File: src/rtl/lmi_dram_xreq.sv
// lmi_dram_xreq
//   External-side initiator for the local data RAM's external-access port.
//   Requests the port, waits for the grant and moves WORDS 32-bit words
//   between the RAM and a host valid/ready stream through a small FIFO.
//   DIR=0 reads RAM into the OUT stream; DIR=1 writes the IN stream to RAM.
//
// Ports
//   CLK, RESET_D1_R                 clock, synchronous active-high reset
//   START, DIR, START_INDEX, WORDS  transfer launch (sampled in IDLE only)
//   BUSY, DONE                      status / one-cycle completion pulse
//   EXT_DWREQRAM_R, DW_GNTRAM_R     RAM port request / grant
//   XR_DATAINDEX, XR_DATAWR,
//   XR_DATAWE, XR_DATARE, XR_DATACS RAM access strobes (combinational)
//   DWR_DATARD                      RAM read data, one cycle after XR_DATARE
//   IN_VALID, IN_DATA, IN_READY     host write stream
//   OUT_VALID, OUT_DATA, OUT_READY  host read stream
//
// state  | meaning
// IDLE   | waiting for START
// XFER   | request raised, accesses issue while granted
// FLUSH  | all accesses issued, draining read data
// DONE   | one-cycle completion pulse
module lmi_dram_xreq #(
  parameter int DATA_INDEX_HI = 13,
  parameter int DATA_INDEX_LO = 2,
  parameter int CNT_W         = 12,
  parameter int FIFO_DEPTH    = 4
) (
  input  logic                               CLK,
  input  logic                               RESET_D1_R,
  input  logic                               START,
  input  logic                               DIR,
  input  logic [DATA_INDEX_HI:DATA_INDEX_LO] START_INDEX,
  input  logic [CNT_W-1:0]                   WORDS,
  output logic                               BUSY,
  output logic                               DONE,
  output logic                               EXT_DWREQRAM_R,
  input  logic                               DW_GNTRAM_R,
  output logic [DATA_INDEX_HI:DATA_INDEX_LO] XR_DATAINDEX,
  output logic [31:0]                        XR_DATAWR,
  output logic                               XR_DATAWE,
  output logic                               XR_DATARE,
  output logic                               XR_DATACS,
  input  logic [31:0]                        DWR_DATARD,
  input  logic                               IN_VALID,
  input  logic [31:0]                        IN_DATA,
  output logic                               IN_READY,
  output logic                               OUT_VALID,
  output logic [31:0]                        OUT_DATA,
  input  logic                               OUT_READY
);

  localparam int IW = DATA_INDEX_HI - DATA_INDEX_LO + 1;
  localparam int PW = $clog2(FIFO_DEPTH);
  localparam int OW = PW + 1;
  localparam logic [OW-1:0] OCC_FULL = OW'(FIFO_DEPTH);

  localparam logic [1:0] S_IDLE  = 2'd0;
  localparam logic [1:0] S_XFER  = 2'd1;
  localparam logic [1:0] S_FLUSH = 2'd2;
  localparam logic [1:0] S_DONE  = 2'd3;

  logic [1:0]                         state_q, state_d;
  logic                               dir_q, dir_d;
  logic [DATA_INDEX_HI:DATA_INDEX_LO] idx_q, idx_d;
  logic [CNT_W-1:0]                   words_q, words_d;
  logic [CNT_W-1:0]                   issued_q, issued_d;
  logic [CNT_W-1:0]                   returned_q, returned_d;
  logic [CNT_W-1:0]                   moved_q, moved_d;
  logic                               req_q, req_d;
  logic                               rd_pend_q, rd_pend_d;
  logic [PW-1:0]                      wptr_q, wptr_d, rptr_q, rptr_d;
  logic [OW-1:0]                      occ_q, occ_d;
  logic [31:0]                        mem_q [FIFO_DEPTH];

  logic        fifo_empty, fifo_full, rd_room, issue, push, pop;
  logic [31:0] head, push_data;

  assign fifo_empty = (occ_q == '0);
  assign fifo_full  = (occ_q == OCC_FULL);
  // a read may only issue if its data is guaranteed a slot on return
  assign rd_room    = (occ_q + OW'(rd_pend_q)) < OCC_FULL;
  assign head       = mem_q[rptr_q];

  assign issue = (state_q == S_XFER) && DW_GNTRAM_R && (issued_q < words_q) &&
                 (dir_q ? !fifo_empty : rd_room);

  assign XR_DATACS    = issue;
  assign XR_DATARE    = issue & ~dir_q;
  assign XR_DATAWE    = issue & dir_q;
  assign XR_DATAINDEX = idx_q;
  assign XR_DATAWR    = XR_DATAWE ? head : '0;

  assign OUT_VALID = ~dir_q & ~fifo_empty;
  assign OUT_DATA  = OUT_VALID ? head : '0;

  assign pop = dir_q ? XR_DATAWE : (OUT_VALID & OUT_READY);
  // a write issuing this cycle frees its slot for a same-cycle accept
  assign IN_READY = dir_q && (state_q == S_XFER) && (!fifo_full || pop) &&
                    (moved_q < words_q);

  // read data is pushed the cycle after its strobe regardless of the grant
  assign push      = dir_q ? (IN_VALID & IN_READY) : rd_pend_q;
  assign push_data = dir_q ? IN_DATA : DWR_DATARD;

  assign BUSY           = (state_q != S_IDLE);
  assign DONE           = (state_q == S_DONE);
  assign EXT_DWREQRAM_R = req_q;

  always_comb begin
    state_d    = state_q;
    dir_d      = dir_q;
    idx_d      = idx_q;
    words_d    = words_q;
    issued_d   = issued_q;
    returned_d = returned_q;
    moved_d    = moved_q;

    if (push && !dir_q) returned_d = returned_q + CNT_W'(1);
    if (dir_q ? push : pop) moved_d = moved_q + CNT_W'(1);

    case (state_q)
      S_IDLE: begin
        if (START) begin
          dir_d      = DIR;
          idx_d      = START_INDEX;
          words_d    = WORDS;
          issued_d   = '0;
          returned_d = '0;
          moved_d    = '0;
          state_d    = (WORDS == '0) ? S_DONE : S_XFER;
        end
      end
      S_XFER: begin
        if (issue) begin
          issued_d = issued_q + CNT_W'(1);
          idx_d    = idx_q + IW'(1);
        end
        if (issued_d == words_q) state_d = S_FLUSH;
      end
      S_FLUSH: begin
        if (dir_q || (returned_q == words_q && fifo_empty)) state_d = S_DONE;
      end
      S_DONE:  state_d = S_IDLE;
      default: state_d = S_IDLE;
    endcase

    rd_pend_d = issue & ~dir_q;
    req_d     = (state_d == S_XFER);

    wptr_d = push ? wptr_q + PW'(1) : wptr_q;
    rptr_d = pop  ? rptr_q + PW'(1) : rptr_q;
    case ({push, pop})
      2'b10:   occ_d = occ_q + OW'(1);
      2'b01:   occ_d = occ_q - OW'(1);
      default: occ_d = occ_q;
    endcase
  end

  always_ff @(posedge CLK) begin
    if (RESET_D1_R) begin
      state_q    <= S_IDLE;
      dir_q      <= 1'b0;
      idx_q      <= '0;
      words_q    <= '0;
      issued_q   <= '0;
      returned_q <= '0;
      moved_q    <= '0;
      req_q      <= 1'b0;
      rd_pend_q  <= 1'b0;
      wptr_q     <= '0;
      rptr_q     <= '0;
      occ_q      <= '0;
    end else begin
      state_q    <= state_d;
      dir_q      <= dir_d;
      idx_q      <= idx_d;
      words_q    <= words_d;
      issued_q   <= issued_d;
      returned_q <= returned_d;
      moved_q    <= moved_d;
      req_q      <= req_d;
      rd_pend_q  <= rd_pend_d;
      wptr_q     <= wptr_d;
      rptr_q     <= rptr_d;
      occ_q      <= occ_d;
    end
  end

  // storage needs no reset; the pointers and occupancy define validity
  always_ff @(posedge CLK) begin
    if (push) mem_q[wptr_q] <= push_data;
  end

endmodule
File: config.mk
export PLATFORM = sky130hd
export DESIGN_NAME = lmi_dram_xreq
export DESIGN_NICKNAME = d
export VERILOG_FILES = /design/src/rtl/lmi_dram_xreq.sv
export SDC_FILE = /design/constraint.sdc
export NUM_CORES = 1
export LEC_CHECK = 0
export BUFFER_PORTS_ARGS = -buffer_cell sky130_fd_sc_hd__buf_2
export CAP_MARGIN = 20
export CORE_MARGIN = 5
export CORE_UTILIZATION = 40
export CTS_CLUSTER_SIZE = 10
export DETAILED_ROUTE_END_ITERATION = 7
export GPL_TIMING_DRIVEN = 0
export SYNTH_ARGS = -nofsm -noshare
export SYNTH_HDL_FRONTEND = slang
export SYNTH_SLANG_ARGS = --single-unit
File: constraint.sdc
create_clock -name CLK -period 4.7 [get_ports CLK]
set_clock_uncertainty 0.1 [all_clocks]
set_input_delay 0.235 -clock CLK [delete_from_list [all_inputs] [get_ports CLK]]
set_output_delay 0.235 -clock CLK [all_outputs]
set_load 0.01 [all_outputs]
## Yosys cells after proc, flatten, opt, wreduce, memory -nomap -nowiden

Memories as Yosys holds them, arrays and structs flattened. A register that Yosys moved wholly into a read port is not among the register bits.
Index checks and enable logic that the tools add are counted.

| storage, ports and cells | value |
|---|---|
| register bits after elaboration | 72 |
| memory bits (writable) | 128 |
| input bits | 95 |
| logic and storage cells | 95 |
| memories kept | 1 |

| cells by class | value |
|---|---|
| $add $sub $neg | 9 |
| magnitude comparators | 3 |
| eq/ne operators | 11 |
| multiplexer cells | 30 |
| bitwise operators | 7 |
| reduce and logical (&&, ||, !) cells | 22 |

Memory list:

| memory | words | width | read ports | clocked after memory_dff | wr ports | line | text |
|---|---|---|---|---|---|---|---|
| mem_q | 4 | 32 | 1 | 1 | 1 | 74 | `logic [31:0] mem_q [FIFO_DEPTH];` |

Operators by type and width:

| kind | count |
|---|---|
| $mux 12 | 11 |
| $mux 32 | 3 |
| $add 12x1->12 const B | 4 |
| $pmux 12 s2 | 2 |
| $eq 12x12->1 | 2 |
| $lt 12x12->1 | 2 |
| $logic_not 12->1 | 1 |
| $mux 2 | 6 |
| $logic_and 1x1->1 | 8 |
| $pmux 2 s4 | 1 |
| $eq 2x1->1 const B | 3 |
| $eq 2x2->1 const B | 3 |
| $mux 1 | 6 |
| $pmux 3 s2 | 1 |
| $reduce_bool 2->1 | 3 |
| $and 1x1->1 | 5 |
| $add 2x1->2 const B | 2 |
| $ne 2x2->1 const B | 2 |
| $reduce_and 2->1 | 2 |
| $add 3x1->3 | 1 |
| $add 3x1->3 const B | 1 |
| $eq 3x3->1 const B | 1 |
| $logic_not 1->1 | 3 |
| $logic_not 3->1 | 1 |
| other kinds (6) | 8 |

## Logic depth before layout (Yosys ltp)

Gate-level depths: netlist of run 1.

| logic depth | value |
|---|---|
| word-level depth | 15 |
| depth in mapped cells | 15 |
| gate-level depth less buffers | 15 |

## Least setup slack after synthesis of run 1

OpenSTA, ideal clock, no wires.

| timing | value |
|---|---|
| kind | register -> register |
| start point | reg words_q[2] |
| end point | mem mem_q[0][0] (enable) |
| library setup time | 0.425 ns |
| arrival | 3.498 ns |
| data required time | 4.175 ns |
| path slack | 0.677 ns |
| stages on the path, launching flop included | 11 |
| path buffers | 0 |
| clock period less this slack | 4.023 ns |
| path through | dfxtp_1 > inv_1 > ha_1 > o21a_1 > o211ai_1 > o211ai_4 > nand2_1 > a31oi_1 > nor2_1 > a31oi_1 > nor2b_1 |

| on the way | value |
|---|---|
| longest elaborated chain between the ends | 12 |
| elaborated cells on any way between the ends | 13 |
| classes of those cells | order compare: 2; mux: 4; bitwise: 2; reduce/logical: 5 |

RTL lines:

| what | line | text |
|---|---|---|
| from (decl) | 66 | `logic [CNT_W-1:0] words_q, words_d;` |
| from (signal assigned) | 178 | `words_q <= words_d;` |
| $lt 12x12->1 | 85 | `assign issue = (state_q == S_XFER) && DW_GNTRAM_R && (issued_q < words_q) &&` |
| $logic_and 1x1->1 (2 in series) | 85 |  |
| $and 1x1->1 | 90 | `assign XR_DATAWE = issue & dir_q;` |
| $mux 1 | 97 | `assign pop = dir_q ? XR_DATAWE : (OUT_VALID & OUT_READY);` |
| $logic_or 1x1->1 | 99 | `assign IN_READY = dir_q && (state_q == S_XFER) && (!fifo_full \|\| pop) &&` |
| $logic_and 1x1->1 | 99 |  |
| $logic_and 1x1->1 * | 99 |  |
| via IN_READY | 47 | `output logic IN_READY,` |
| $and 1x1->1 * | 103 | `assign push = dir_q ? (IN_VALID & IN_READY) : rd_pend_q;` |
| $mux 1 * | 103 |  |
| $mux 1 * | 192 | `if (push) mem_q[wptr_q] <= push_data;` |
| $mux 1 (implied by the code) * | 192 |  |
| to (decl) | 74 |  |

The timed path passes the listed nets; every way through them passes the cells marked *.

## Worst setup path after layout of run 1

| timing | value |
|---|---|
| start point | reg words_q[6] |
| end point | reg occ_q[2] |

| on the way | value |
|---|---|
| longest elaborated chain between the ends | 12 |
| elaborated cells on any way between the ends | 15 |
| classes of those cells | order compare: 2; eq/ne: 2; mux: 3; bitwise: 2; reduce/logical: 6 |

RTL lines:

| what | line | text |
|---|---|---|
| $lt 12x12->1 | 85 |  |
| $logic_and 1x1->1 (2 in series) | 85 |  |
| $and 1x1->1 | 90 |  |
| $mux 1 | 97 |  |
| $logic_or 1x1->1 | 99 |  |
| $logic_and 1x1->1 (2 in series) | 99 |  |
| $and 1x1->1 | 103 |  |
| $mux 1 | 103 |  |
| $eq 2x1->1 / $eq 2x2->1 (equally long branches) | 153 | `case ({push, pop})` |
| $pmux 3 s2 / $reduce_bool 2->1 (equally long branches) | - |  |
| to (signal assigned) | 173 | `occ_q <= '0;` |
| to (signal assigned) | 186 | `occ_q <= occ_d;` |
| to (decl) | 73 | `logic [OW-1:0] occ_q, occ_d;` |

Several ways; a longest one is shown, not always the timed one.
A chain may end at the register's enable or synchronous reset.

==> summary.txt, run 1 <==
Placement
  • HPWL Detailed: 17600 um
  • PortBufs: 178
  • Post-Place Worst Slack: 0.646 ns
  • Routability cong.: 0.871

Detailed routing
  • Pre-antenna DRT Iters: 5
  • DRT iter0 DRCs: 365
  • Vias/cell: 5.10
  • Remaining DRCs: 0
  • WL/cell: 16.9 um
  • Final WL: 25000 um
  • Antenna-violating nets left: 0
  • Via count: 7575

STA
  • Final WS setup: 0.693 ns
  • Post-layout min period: 4.01 ns
  • Final worst path period share: 0.852
  • F_max: 0.250 GHz
  • RSZ-0062 raised after global routing: no
  • Final Hold Fails: 0
  • Worst-Margin Slew: 0.869 ns
  • Slew HR: 0.421
  • Fin. max-slew vios: 0
  • Setup violations, final: 0

Worst setup path
  • Classification of the worst setup path: flip-flop to flip-flop
  • Worst setup EP type: flip-flop
  • Crit start category: flip-flop
  • Arr. time, crit path: 4.36 ns
  • Ordered cell list for the critical path: inv_1 -> ha_1 -> o21ai_0 -> a21oi_1 -> nand2_1 -> a31oi_1 -> nor2_1 -> a31oi_1 -> ha_1 -> inv_1 -> fa_1 -> xor2_1 -> or3_1 -> a21oi_1
  • Crit Path Max Fanout: 5
  • Family with the most delay on the worst path: compound AO/OA/AOI/OAI gates
  • Slowest stage cell, crit path: a21oi_1
  • CP bufs+invs: 2
  • Crit-path max cell delay: 0.56 ns
  • WP data required: 5.06 ns

Logic synthesis
  • Seq/Total Area, Yosys: 0.535
  • Synth async-reset ratio: 0
  • XOR/XNOR Fraction of Synth Area: 0.0466
  • Top_reg_cell synth: edfxtp_1
  • Synth Instances: 842
  • Synthesized flop and latch total: 202
  • Main combinational cell family by area after synthesis: simple AND/OR/NAND/NOR gates
  • Post-synth EDFFs: 128
  • Avg Inst Size Synth: 11.8 sq um
  • Mux share of post-synthesis cell area: 0.113
  • Adder-Cell Fraction of Synth Area: 0.0410
  • Mapped Area: 0.00995 sq mm
  • Synth Area in Simple Gates: 0.150
  • Yosys cell types: 58
  • Synth warn: 0
  • Net Count, Synth: 969
  • Synth Area in Compound Gates: 0.0887

Global routing
  • Initial antenna violation count: 2
  • Vias in the first global route: 7763
  • Tot GR Track Use: 0.174
  • Largest net degree at the start of global routing: 29
  • GRT overflow: 0
  • First-pass GRT wire length: 40600 um

Finish
  • Share of layout cells above drive strength 1: 0.252
  • FILL cells: 2158
  • Area Overhead vs Synth: 30.7%
  • Multi-input gate area: 0.00440 sq mm
  • Fin util: 0.533
  • FF/Latch Area: 0.00533 sq mm
  • Nets: 1267

CTS
  • Clk pin slew, worst setup/hold paths: 0.05 ns
  • Post-CTS Setup Bufs: 0
  • Latest clock arrival within the worst-skew pair: 0.53 ns
  • CTS tree: yes
  • Clock root buffer master: clkbuf_16
  • H-tree levels: 1
  • CTS Buffer Depth: 3
  • CTS Sinks: 202
  • Num CTS Buffers: 25

Floorplan
  • Die area: 0.0281 sq mm
  • Die width: 168 um
  • Initial cell density of the core: 0.408
  • # IOs: 179
  • Die H: 168 um
  • Core ar.: 0.0244 sq mm
  • Cell Rows: 57

Outcome
  • Run status: completed

Pwr
  • Power density cells: 337 mW/mm^2
  • LEAKAGE: 0.00498 uW
  • Maximum vdd drop: 0.258 mV

Min path
  • Worst Hold Class: input port to flip-flop

Flow run
  • Max-cap viol count: 0
==> per-stage QoR <==
stage	hold WS, ns	area, sq um	instances	total power [uW]	TNS, ns
after global placement	0.384	11300	1344	2600	-83.25
final	0.0247	13000	1484	4390	0
after CTS	0.00314	13000	1483	4430	0
after detailed placement	0.391	11400	1349	2610	0
after floorplan	0.271	9950	842	2390	0
after global routing	0.0164	13000	1484	4590	0
==> final timing paths <==
kind / startpoint / to / slack (ns) / cells past startpoint
worst max-delay path: words_q[6]$_SDFFE_PP0P_ / occ_q[2]$_SDFFE_PP0P_ / 0.69 / 14
worst min-delay path: DWR_DATARD[22] / mem_q[0][22]$_DFFE_PP_ / 0.02 / 2
worst max register to register: words_q[6]$_SDFFE_PP0P_ / occ_q[2]$_SDFFE_PP0P_ / 0.69 / 14
worst min register to register: XR_DATAINDEX[13]$_SDFFE_PP0P_ / XR_DATAINDEX[13]$_SDFFE_PP0P_ / 0.39 / 2
==> sequential cells by signal (all words and copies together) (netlist names), 2 cells and up, named ones only <==
| name | cells |
|---|---|
| mem_q | 128 |
| XR_DATAINDEX | 12 |
| issued_q | 12 |
| moved_q | 12 |
| returned_q | 12 |
| words_q | 12 |
| occ_q | 3 |
| rptr_q | 2 |
| state_q | 2 |
| wptr_q | 2 |
==> where the power goes <==
| group | switching [uW] | internal (uW) | leakage (uW) |
|---|---|---|---|
| sequential | 43.3 | 1940 | 0.00175 |
| clock | 700 | 1040 | 0.000358 |
| combinational | 358 | 301 | 0.00287 |
| total | 1100 | 3290 | 0.00498 |
==> cell families after synthesis <==
| logic type | after synthesis |
|---|---|
| XOR/XNOR | 53 |
| AND/OR/NAND/NOR | 289 |
| buffers and inverters | 69 |
| adder cells (fa/ha/maj) | 32 |
| flip-flops | 202 |
| multiplexers | 68 |
| AO/OA/AOI/OAI | 129 |
==> placed cells by master, fill, tap and decap left out, types with 7 or more instances in the layout <==
cell type	n
clkbuf_16	25
inv_1	24
ha_1	31
dfxtp_1	74
a211oi_1	17
o21ai_0	17
mux2_2	32
and3_1	17
clkbuf_1	53
and2_1	68
nand4_1	14
nand2_1	69
buf_2	179
nand3_1	20
dlygate4sd3_1	88
xnor2_1	22
nor2_1	60
edfxtp_1	128
a31oi_1	7
xor2_1	31
a21oi_1	48
mux4_2	32
==> metal layers <==
layer / GRT usage / vias up / routed length, um
li1: - / 3701 / -
met1: 0.240 / 3621 / 11200
met4: 0.0473 / 2 / 514
met3: 0.0318 / 35 / 1640
met5: 0 / - / 7
met2: 0.285 / 216 / 11700
==> cell usage after synthesis (2+ instances only) <==
library cell,instances,area (sq um)
mux2_2,32,360
a21oi_1,48,240
and4_1,5,43.8
nand4_1,14,87.6
xor2_1,31,272
mux4_2,32,721
xnor2_1,22,193
o21a_1,2,15.0
o22ai_1,6,37.5
a2111oi_4,2,55.1
edfxtp_1,128,3840
nand2b_1,4,25.0
nor2b_1,10,62.6
o31ai_1,3,22.5
mux2i_1,4,40.0
a311oi_1,3,26.3
o32ai_1,2,17.5
buf_1,6,22.5
nor3b_1,3,22.5
and3b_1,2,17.5
nor3_1,4,20.0
clkbuf_1,37,139
a31oi_1,7,43.8
nand2_2,2,12.5
o211ai_1,6,45.0
inv_1,24,90.1
nand2_1,69,259
and2_1,68,425
dfxtp_1,74,1480
o21ai_0,17,85.1
ha_1,31,388
a32o_1,2,20.0
a22oi_1,2,15.0
and3_1,17,106
a211oi_1,17,128
a21o_1,2,15.0
nand3_1,20,100
nor4_1,5,31.3
nor2_1,60,225
==> area by class of cell <==
type / count / share of cell area
Timing Repair Buffer: 271 / 0.143
Antenna cell: 1 / 0.000192
Clock buffer: 44 / 0.0559
Multi-Input combinational cell: 571 / 0.338
Clock inverter: 2 / 0.00212
Tap cell: 324 / 0.0312
Sequential cell: 202 / 0.409
Buffer: 44 / 0.0128
Inverter: 25 / 0.00722
==> timing repair <==
| action | CTS | global route |
|---|---|---|
| hold buffers | 88 | 0 |
| gates resized for setup | 0 | 0 |
| hold endpoints to repair | 152 | 0 |
No activity file was read; power rests on OpenSTA's default activity.
==> inputs of run 2 (changes only) <==
==> constraint.sdc (replaced) <==
create_clock -name CLK -period 3.6 [get_ports CLK]
set_clock_uncertainty 0.1 [all_clocks]
set_input_delay 0.18 -clock CLK [delete_from_list [all_inputs] [get_ports CLK]]
set_output_delay 0.18 -clock CLK [all_outputs]
set_load 0.01 [all_outputs]
==> summary.txt, run 2 (synthesized netlist as in run 1, its figures left out) <==
Pwr
  • Pint: 4260 uW (was 3290 uW)
  • LEAKAGE: 0.00500 uW (was 0.00498 uW)
  • Seq pwr share: 0.459 (was 0.452)
  • Clock power frac: 0.385 (was 0.398)
  • Sw Pwr: 1380 uW (was 1100 uW)
  • Power density cells: 433 mW/mm^2 (was 337 mW/mm^2)
  • Sw frac: 0.245 (was 0.251)
  • Maximum vdd drop: 0.312 mV (was 0.258 mV)
  • Combinational power share: 0.156 (was 0.150)

Placement
  • HPWL Detailed: 17600 um (about the same)
  • Routability cong.: 0.903 (was 0.871)
  • PortBufs: 178 (unchanged)
  • Area post-placement: 0.0114 sq mm (about the same)
  • Placed cells: 1349 (unchanged)
  • Post-Place Worst Slack: -0.412 ns (was 0.646 ns)

Worst setup path
  • WP data required: 3.86 ns (was 5.06 ns)
  • Classification of the worst setup path: flip-flop to flip-flop (unchanged)
  • Setup crit start: words_q[1]$_SDFFE_PP0P_ (was words_q[6]$_SDFFE_PP0P_)
  • Crit-path max cell delay: 0.42 ns (was 0.56 ns)
  • Crit Path Max Fanout: 10 (was 5)
  • Ordered cell list for the critical path: inv_1 -> ha_1 -> a2111oi_4 -> o211ai_4 -> buf_4 -> a21oi_4 -> nand2_2 -> inv_2 -> nand2_1 -> a311o_1 -> o31ai_1 -> a211oi_1 (was inv_1 -> ha_1 -> o21ai_0 -> a21oi_1 -> nand2_1 -> a31oi_1 -> nor2_1 -> a31oi_1 -> ha_1 -> inv_1 -> fa_1 -> xor2_1 -> or3_1 -> a21oi_1)
  • Crit start category: flip-flop (unchanged)
  • Slowest stage cell, crit path: dfxtp_1 (was a21oi_1)
  • Arr. time, crit path: 3.70 ns (was 4.36 ns)
  • FF-to-FF Start: words_q[1]$_SDFFE_PP0P_ (was words_q[6]$_SDFFE_PP0P_)
  • Worst setup EP type: flip-flop (unchanged)

Finish
  • Fin area: 0.0130 sq mm (about the same)
  • Final cell count without fillers: 1484 (unchanged)
  • FILL cells: 2098 (was 2158)
  • Share of layout cells above drive strength 1: 0.260 (was 0.252)
  • Largest Register: mem_q (unchanged)
  • # diodes: 0 (was 1)
  • Largest register FFs: 128 (unchanged)
  • Multi-input gate area: 0.00444 sq mm (was 0.00440 sq mm)
  • Commonest cells after routing, fill and taps aside: buf_2, edfxtp_1, dlygate4sd3_1 (unchanged)
  • FF/Latch Area: 0.00533 sq mm (about the same)
  • Nets: 1270 (was 1267)
  • Leading cell type in the layout, fill and taps excluded: buf_2 (unchanged)
  • Area Overhead vs Synth: 31.0% (was 30.7%)

STA
  • Worst-Margin Slew: 0.893 ns (was 0.869 ns)
  • Fin. max-slew vios: 0 (unchanged)
  • Final hold slack: 0.143 ns (was 0.0247 ns)
  • Final WS setup: 0.160 ns (was 0.693 ns)
  • Slew HR: 0.405 (was 0.421)
  • Final Hold Fails: 0 (unchanged)
  • Post-layout min period: 3.44 ns (was 4.01 ns)
  • F_max: 0.291 GHz (was 0.250 GHz)
  • Setup violations, final: 0 (unchanged)
  • Final worst path period share: 0.956 (was 0.852)

CTS
  • CTS Buffer Depth: 3 (unchanged)
  • CTS tree: yes (unchanged)
  • Num CTS Buffers: 24 (was 25)
  • Latest clock arrival within the worst-skew pair: 0.50 ns (was 0.53 ns)
  • Clock root buffer master: clkbuf_16 (unchanged)
  • H-tree levels: 1 (unchanged)
  • CTS Sinks: 202 (unchanged)
  • Clk pin slew, worst setup/hold paths: 0.06 ns (was 0.05 ns)

Detailed routing
  • Pre-antenna DRT Iters: 4 (was 5)
  • WL/cell: 17.0 um (was 16.9 um)
  • Vias/cell: 5.09 (was 5.10)
  • Final WL: 25200 um (was 25000 um)
  • Antenna-violating nets left: 0 (unchanged)
  • Via count: 7553 (was 7575)
  • Remaining DRCs: 0 (unchanged)
  • DRT iter0 DRCs: 438 (was 365)

Floorplan
  • Core ar.: 0.0244 sq mm (unchanged)
  • Die H: 168 um (unchanged)
  • Die width: 168 um (unchanged)
  • Cell Rows: 57 (unchanged)
  • Initial cell density of the core: 0.408 (unchanged)
  • # IOs: 179 (unchanged)
  • Die area: 0.0281 sq mm (unchanged)

Global routing
  • Tot GR Track Use: 0.173 (was 0.174)
  • First-pass GRT wire length: 39800 um (was 40600 um)
  • Largest net degree at the start of global routing: 29 (unchanged)
  • GRT overflow: 0 (unchanged)
  • Vias in the first global route: 7515 (was 7763)
  • Initial antenna violation count: 0 (was 2)

Min path
  • Worst Hold Launch: START (was DWR_DATARD[22])
  • Worst Hold Class: input port to flip-flop (unchanged)

Outcome
  • Run status: completed (unchanged)

Flow run
  • Max-cap viol count: 0 (unchanged)
==> run 2: worst paths after layout <==
check                           cells after the start  slack (ns)                   endpoint
worst max register to register                     12        0.16  EXT_DWREQRAM_R$_SDFF_PP0_
worst min register to register                      2        0.40    words_q[2]$_SDFFE_PP0P_
worst max-delay path                               12        0.16  EXT_DWREQRAM_R$_SDFF_PP0_
worst min-delay path                                4        0.14    words_q[2]$_SDFFE_PP0P_
==> run 2: stage by stage <==
stage / util / TNS [ns] / power, uW
after floorplan: - / -53.70 / 3130
after global placement: 0.461 / -231.34 / 3400
after detailed placement: 0.466 / -0.587 / 3410
after CTS: 0.533 / 0 / 5690
after global routing: 0.535 / -0.0107 / 5910
final: 0.535 / 0 / 5640
==> run 2: final cells by class <==
cell class,count,share of cell area
clock buffer,43,0.0547
timing repair buffer,276,0.146
sequential,202,0.408
buffer,43,0.0128
inverter,25,0.00719
multi-input combinational,571,0.340
tap,324,0.0311
==> run 2: critical path: cells and delay by family, from the launching register on <==
family	cells	cell delay [ns]
simple gates	2	0.28
compound gates	6	1.64
fa+ha+maj	1	0.35
flops	1	0.42
buf+inv	3	0.49
==> run 2: power groups by stage <==
stage	clock network [uW]	logic, uW	registers, uW
global route	2340	969	2600
detailed placement	0	771	2640
CTS	2230	871	2590
global placement	0	756	2640
floorplan	0	497	2630
finish	2170	881	2590
==> run 2: per-layer routing <==
layer	up-vias	track usage	share of wire
met5	-	0	0
met4	0	0.0371	0.015
met3	26	0.0281	0.066
met2	245	0.290	0.48
met1	3581	0.238	0.44
li1	3701	-	-
==> run 2: timing repair <==
item / CTS / global route
gates resized for setup: 5 / 8
endpoints found under the setup margin: 22 / 48
buffers inserted: 1 / 3
cloned: 0 / 0
pin swaps: 3 / 2
hold buffers: 89 / 0
endpoints found under the hold margin: 153 / 0
==> inputs of run 3 (changes only) <==
--- a/config.mk
+++ b/config.mk
@@ -5,6 +5,7 @@
 export SDC_FILE = /design/constraint.sdc
 export NUM_CORES = 1
 export LEC_CHECK = 0
+export ABC_AREA = 1
 export BUFFER_PORTS_ARGS = -buffer_cell sky130_fd_sc_hd__buf_2
 export CAP_MARGIN = 20
 export CORE_MARGIN = 5
==> summary.txt, run 3 <==
Outcome
  • Run status: completed (unchanged)

Finish
  • Largest Register: mem_q (unchanged)
  • Area Overhead vs Synth: 31.5% (was 31.0%)
  • Fin util: 0.533 (was 0.535)
  • Largest register FFs: 128 (unchanged)
  • Commonest cells after routing, fill and taps aside: nand2_1, buf_2, edfxtp_1 (was buf_2, edfxtp_1, dlygate4sd3_1)
  • Fin area: 0.0134 sq mm (was 0.0130 sq mm)
  • Share of layout cells above drive strength 1: 0.173 (was 0.260)
  • FILL cells: 2370 (was 2098)
  • Final cell count without fillers: 1862 (was 1484)
  • Leading cell type in the layout, fill and taps excluded: nand2_1 (was buf_2)
  • Nets: 1640 (was 1270)

Worst setup path
  • Arr. time, crit path: 3.71 ns (was 3.70 ns)
  • Slowest stage cell, crit path: dfxtp_2 (was dfxtp_1)
  • Reg2Reg Depth: 19 (was 12)
  • Classification of the worst setup path: flip-flop to flip-flop (unchanged)
  • Worst setup EP type: flip-flop (unchanged)
  • Crit Path Max Fanout: 5 (was 10)
  • Ordered cell list for the critical path: inv_2 -> ha_1 -> nand4_1 -> nor2_1 -> nand2_2 -> nand2_2 -> nor2_4 -> a21oi_2 -> nand3_2 -> nand4_2 -> nand2_1 -> clkinvlp_4 -> ha_1 -> inv_1 -> fa_1 -> a21oi_1 -> o21ai_0 -> o21ai_0 -> a21oi_1 (was inv_1 -> ha_1 -> a2111oi_4 -> o211ai_4 -> buf_4 -> a21oi_4 -> nand2_2 -> inv_2 -> nand2_1 -> a311o_1 -> o31ai_1 -> a211oi_1)
  • Crit start category: flip-flop (unchanged)
  • FF-to-FF Start: words_q[11]$_SDFFE_PP0P_ (was words_q[1]$_SDFFE_PP0P_)
  • Reg-to-reg slack, setup: 0.20 ns (was 0.16 ns)
  • WP data required: 3.91 ns (was 3.86 ns)
  • RR Endpoint: occ_q[2]$_SDFFE_PP0P_ (was EXT_DWREQRAM_R$_SDFF_PP0_)
  • Crit-path max cell delay: 0.38 ns (was 0.42 ns)

Global routing
  • GRT overflow: 0 (unchanged)
  • Largest net degree at the start of global routing: 22 (was 29)
  • Vias in the first global route: 8920 (was 7515)
  • Initial antenna violation count: 1 (was 0)
  • First-pass GRT wire length: 46800 um (was 39800 um)
  • Tot GR Track Use: 0.202 (was 0.173)

Logic synthesis
  • Commonest cells post-synth: nand2_1, edfxtp_1, nor2_1, a21oi_1, inv_1 (was edfxtp_1, dfxtp_1, nand2_1, and2_1, nor2_1)
  • Synth top area share: 0.378 (was 0.386)
  • Largest area contributor in the netlist: edfxtp_1 (unchanged)
  • Seq/Total Area, Yosys: 0.523 (was 0.535)
  • Yosys cell types: 41 (was 58)
  • Synth Instances: 1205 (was 842)
  • Most area-consuming cells after synthesis: edfxtp_1, dfxtp_1, nand2_1 (was edfxtp_1, dfxtp_1, mux4_2)
  • Count leader, synth: nand2_1 (was edfxtp_1)
  • Post-synth EDFFs: 128 (unchanged)
  • Synth warn: 0 (unchanged)
  • Synth async-reset ratio: 0 (unchanged)
  • Top_reg_cell synth: edfxtp_1 (unchanged)
  • Mapped Area: 0.0102 sq mm (was 0.00995 sq mm)
  • Synthesized flop and latch total: 202 (unchanged)
  • Avg Inst Size Synth: 8.45 sq um (was 11.8 sq um)
  • Net Count, Synth: 1332 (was 969)

CTS
  • CTS Buffer Depth: 3 (unchanged)
  • Latest clock arrival within the worst-skew pair: 0.53 ns (was 0.50 ns)
  • H-tree levels: 1 (unchanged)
  • CTS tree: yes (unchanged)
  • Num CTS Buffers: 25 (was 24)
  • Clk pin slew, worst setup/hold paths: 0.06 ns (about the same)
  • CTS Sinks: 202 (unchanged)
  • Clock root buffer master: clkbuf_16 (unchanged)

Detailed routing
  • Antenna-violating nets left: 0 (unchanged)
  • Final WL: 29700 um (was 25200 um)
  • Pre-antenna DRT Iters: 7 (was 4)
  • DRT iter0 DRCs: 601 (was 438)
  • Via count: 9384 (was 7553)
  • Vias/cell: 5.04 (was 5.09)
  • Remaining DRCs: 0 (unchanged)
  • WL/cell: 16.0 um (was 17.0 um)

STA
  • F_max: 0.294 GHz (was 0.291 GHz)
  • Fin. max-slew vios: 0 (unchanged)
  • Final hold slack: 0.0765 ns (was 0.143 ns)
  • RSZ-0062 raised after global routing: yes
  • Slew HR: 0.567 (was 0.405)
  • Final worst path period share: 0.944 (was 0.956)
  • Post-layout min period: 3.40 ns (was 3.44 ns)
  • Setup violations, final: 0 (unchanged)
  • Setup_tns: 0 ns (unchanged)
  • Final Hold Fails: 0 (unchanged)
  • Worst-Margin Slew: 0.642 ns (was 0.893 ns)

Floorplan
  • Die H: 170 um (was 168 um)
  • Die width: 170 um (was 168 um)
  • Cell Rows: 58 (was 57)
  • Die area: 0.0287 sq mm (was 0.0281 sq mm)
  • Initial cell density of the core: 0.405 (was 0.408)
  • # IOs: 179 (unchanged)
  • Core ar.: 0.0251 sq mm (was 0.0244 sq mm)

Min path
  • Worst Hold Class: input port to flip-flop (unchanged)
  • WHS Path Cells: 4 (unchanged)
  • WHS Endpoint: wptr_q[0]$_SDFFE_PP0P_ (was words_q[2]$_SDFFE_PP0P_)
  • Worst Hold Launch: IN_VALID (was START)

Placement
  • HPWL Detailed: 20900 um (was 17600 um)
  • Placed cells: 1717 (was 1349)
  • Area post-placement: 0.0116 sq mm (was 0.0114 sq mm)
  • Routability cong.: 0.878 (was 0.903)
  • PortBufs: 178 (unchanged)

Flow run
  • Max-cap viol count: 0 (unchanged)

Pwr
  • LEAKAGE: 0.00569 uW (was 0.00500 uW)
  • Power density cells: 451 mW/mm^2 (was 433 mW/mm^2)
  • Maximum vdd drop: 0.314 mV (was 0.312 mV)
## run 3: metrics by stage
stage	total power [uW]	worst slack, ns
floorplan	3290	-0.166
global placement	3660	-1.85
detailed placement	3680	-0.256
CTS	6090	0.0101
global route	6340	-0.0200
finish	6040	0.201
## run 3: worst max path at each step
| stage | start | endpoint | slack (ns) | depth (start not counted) |
|---|---|---|---|---|
| 2_1_floorplan | words_q[11]$_SDFFE_PP0P_ | mem_q[0][0]$_DFFE_PP_ | -0.17 | 15 |
| 3_3_place_gp | words_q[11]$_SDFFE_PP0P_ | mem_q[0][15]$_DFFE_PP_ | -1.85 | 15 |
| 3_5_place_dp | words_q[11]$_SDFFE_PP0P_ | occ_q[2]$_SDFFE_PP0P_ | -0.26 | 19 |
| 4_1_cts | words_q[10]$_SDFFE_PP0P_ | occ_q[2]$_SDFFE_PP0P_ | 0.01 | 19 |
| 5_1_grt | words_q[6]$_SDFFE_PP0P_ | occ_q[2]$_SDFFE_PP0P_ | -0.02 | 21 |
| 6_report | words_q[11]$_SDFFE_PP0P_ | occ_q[2]$_SDFFE_PP0P_ | 0.20 | 19 |
## run 3: kinds of logic after synthesis
logic type / Yosys count / synth area share
AO/OA/AOI/OAI: 195 / 0.117
adder cells (fa/ha/maj): 32 / 0.0401
flip-flops: 202 / 0.523
XOR/XNOR: 15 / 0.0129
buffers and inverters: 149 / 0.0580
AND/OR/NAND/NOR: 612 / 0.249
## run 3: final cells by class
cell class                      instances  area [sq um]  area share
Antenna cell                            1          2.50    0.000187
Multi-Input combinational cell        854          4310       0.322
Buffer                                 53           230      0.0172
Inverter                               96           364      0.0272
Sequential cell                       202          5330       0.398
Clock buffer                           43           713      0.0533
Tap cell                              330           413      0.0308
Timing Repair Buffer                  281          2000       0.150
Clock inverter                          2          28.8     0.00215
## run 3: critical path, delay by kind of cell, from the launching register on
family          cells  cell delay (ns)
simple gates        8             1.00
fa+ha+maj           3             0.86
compound gates      5             0.61
flops               1             0.38
buf+inv             3             0.32
## run 3: what timing repair did
item                                    in CTS  in global routing
hold endpoints to repair                   156                  0
endpoints found under the setup margin      82                 63
gates resized for setup                      6                  6
pin swaps                                    1                  4
buffers inserted                             3                  5
hold buffers                                91                  0
## run 3: where the power goes
group	total, uW	internal, uW	switching, uW
Clock	2280	1340	937
Sequential	2620	2560	56.8
Combinational	1140	434	711
Total	6040	4340	1700
## run 3: per-layer routing
layer,GRT usage,vias to the layer above,wire (um)
met5,0,-,0
met4,0.0571,0,831
met3,0.0240,51,1620
met2,0.349,275,14200
met1,0.268,4346,13100
li1,-,4712,-
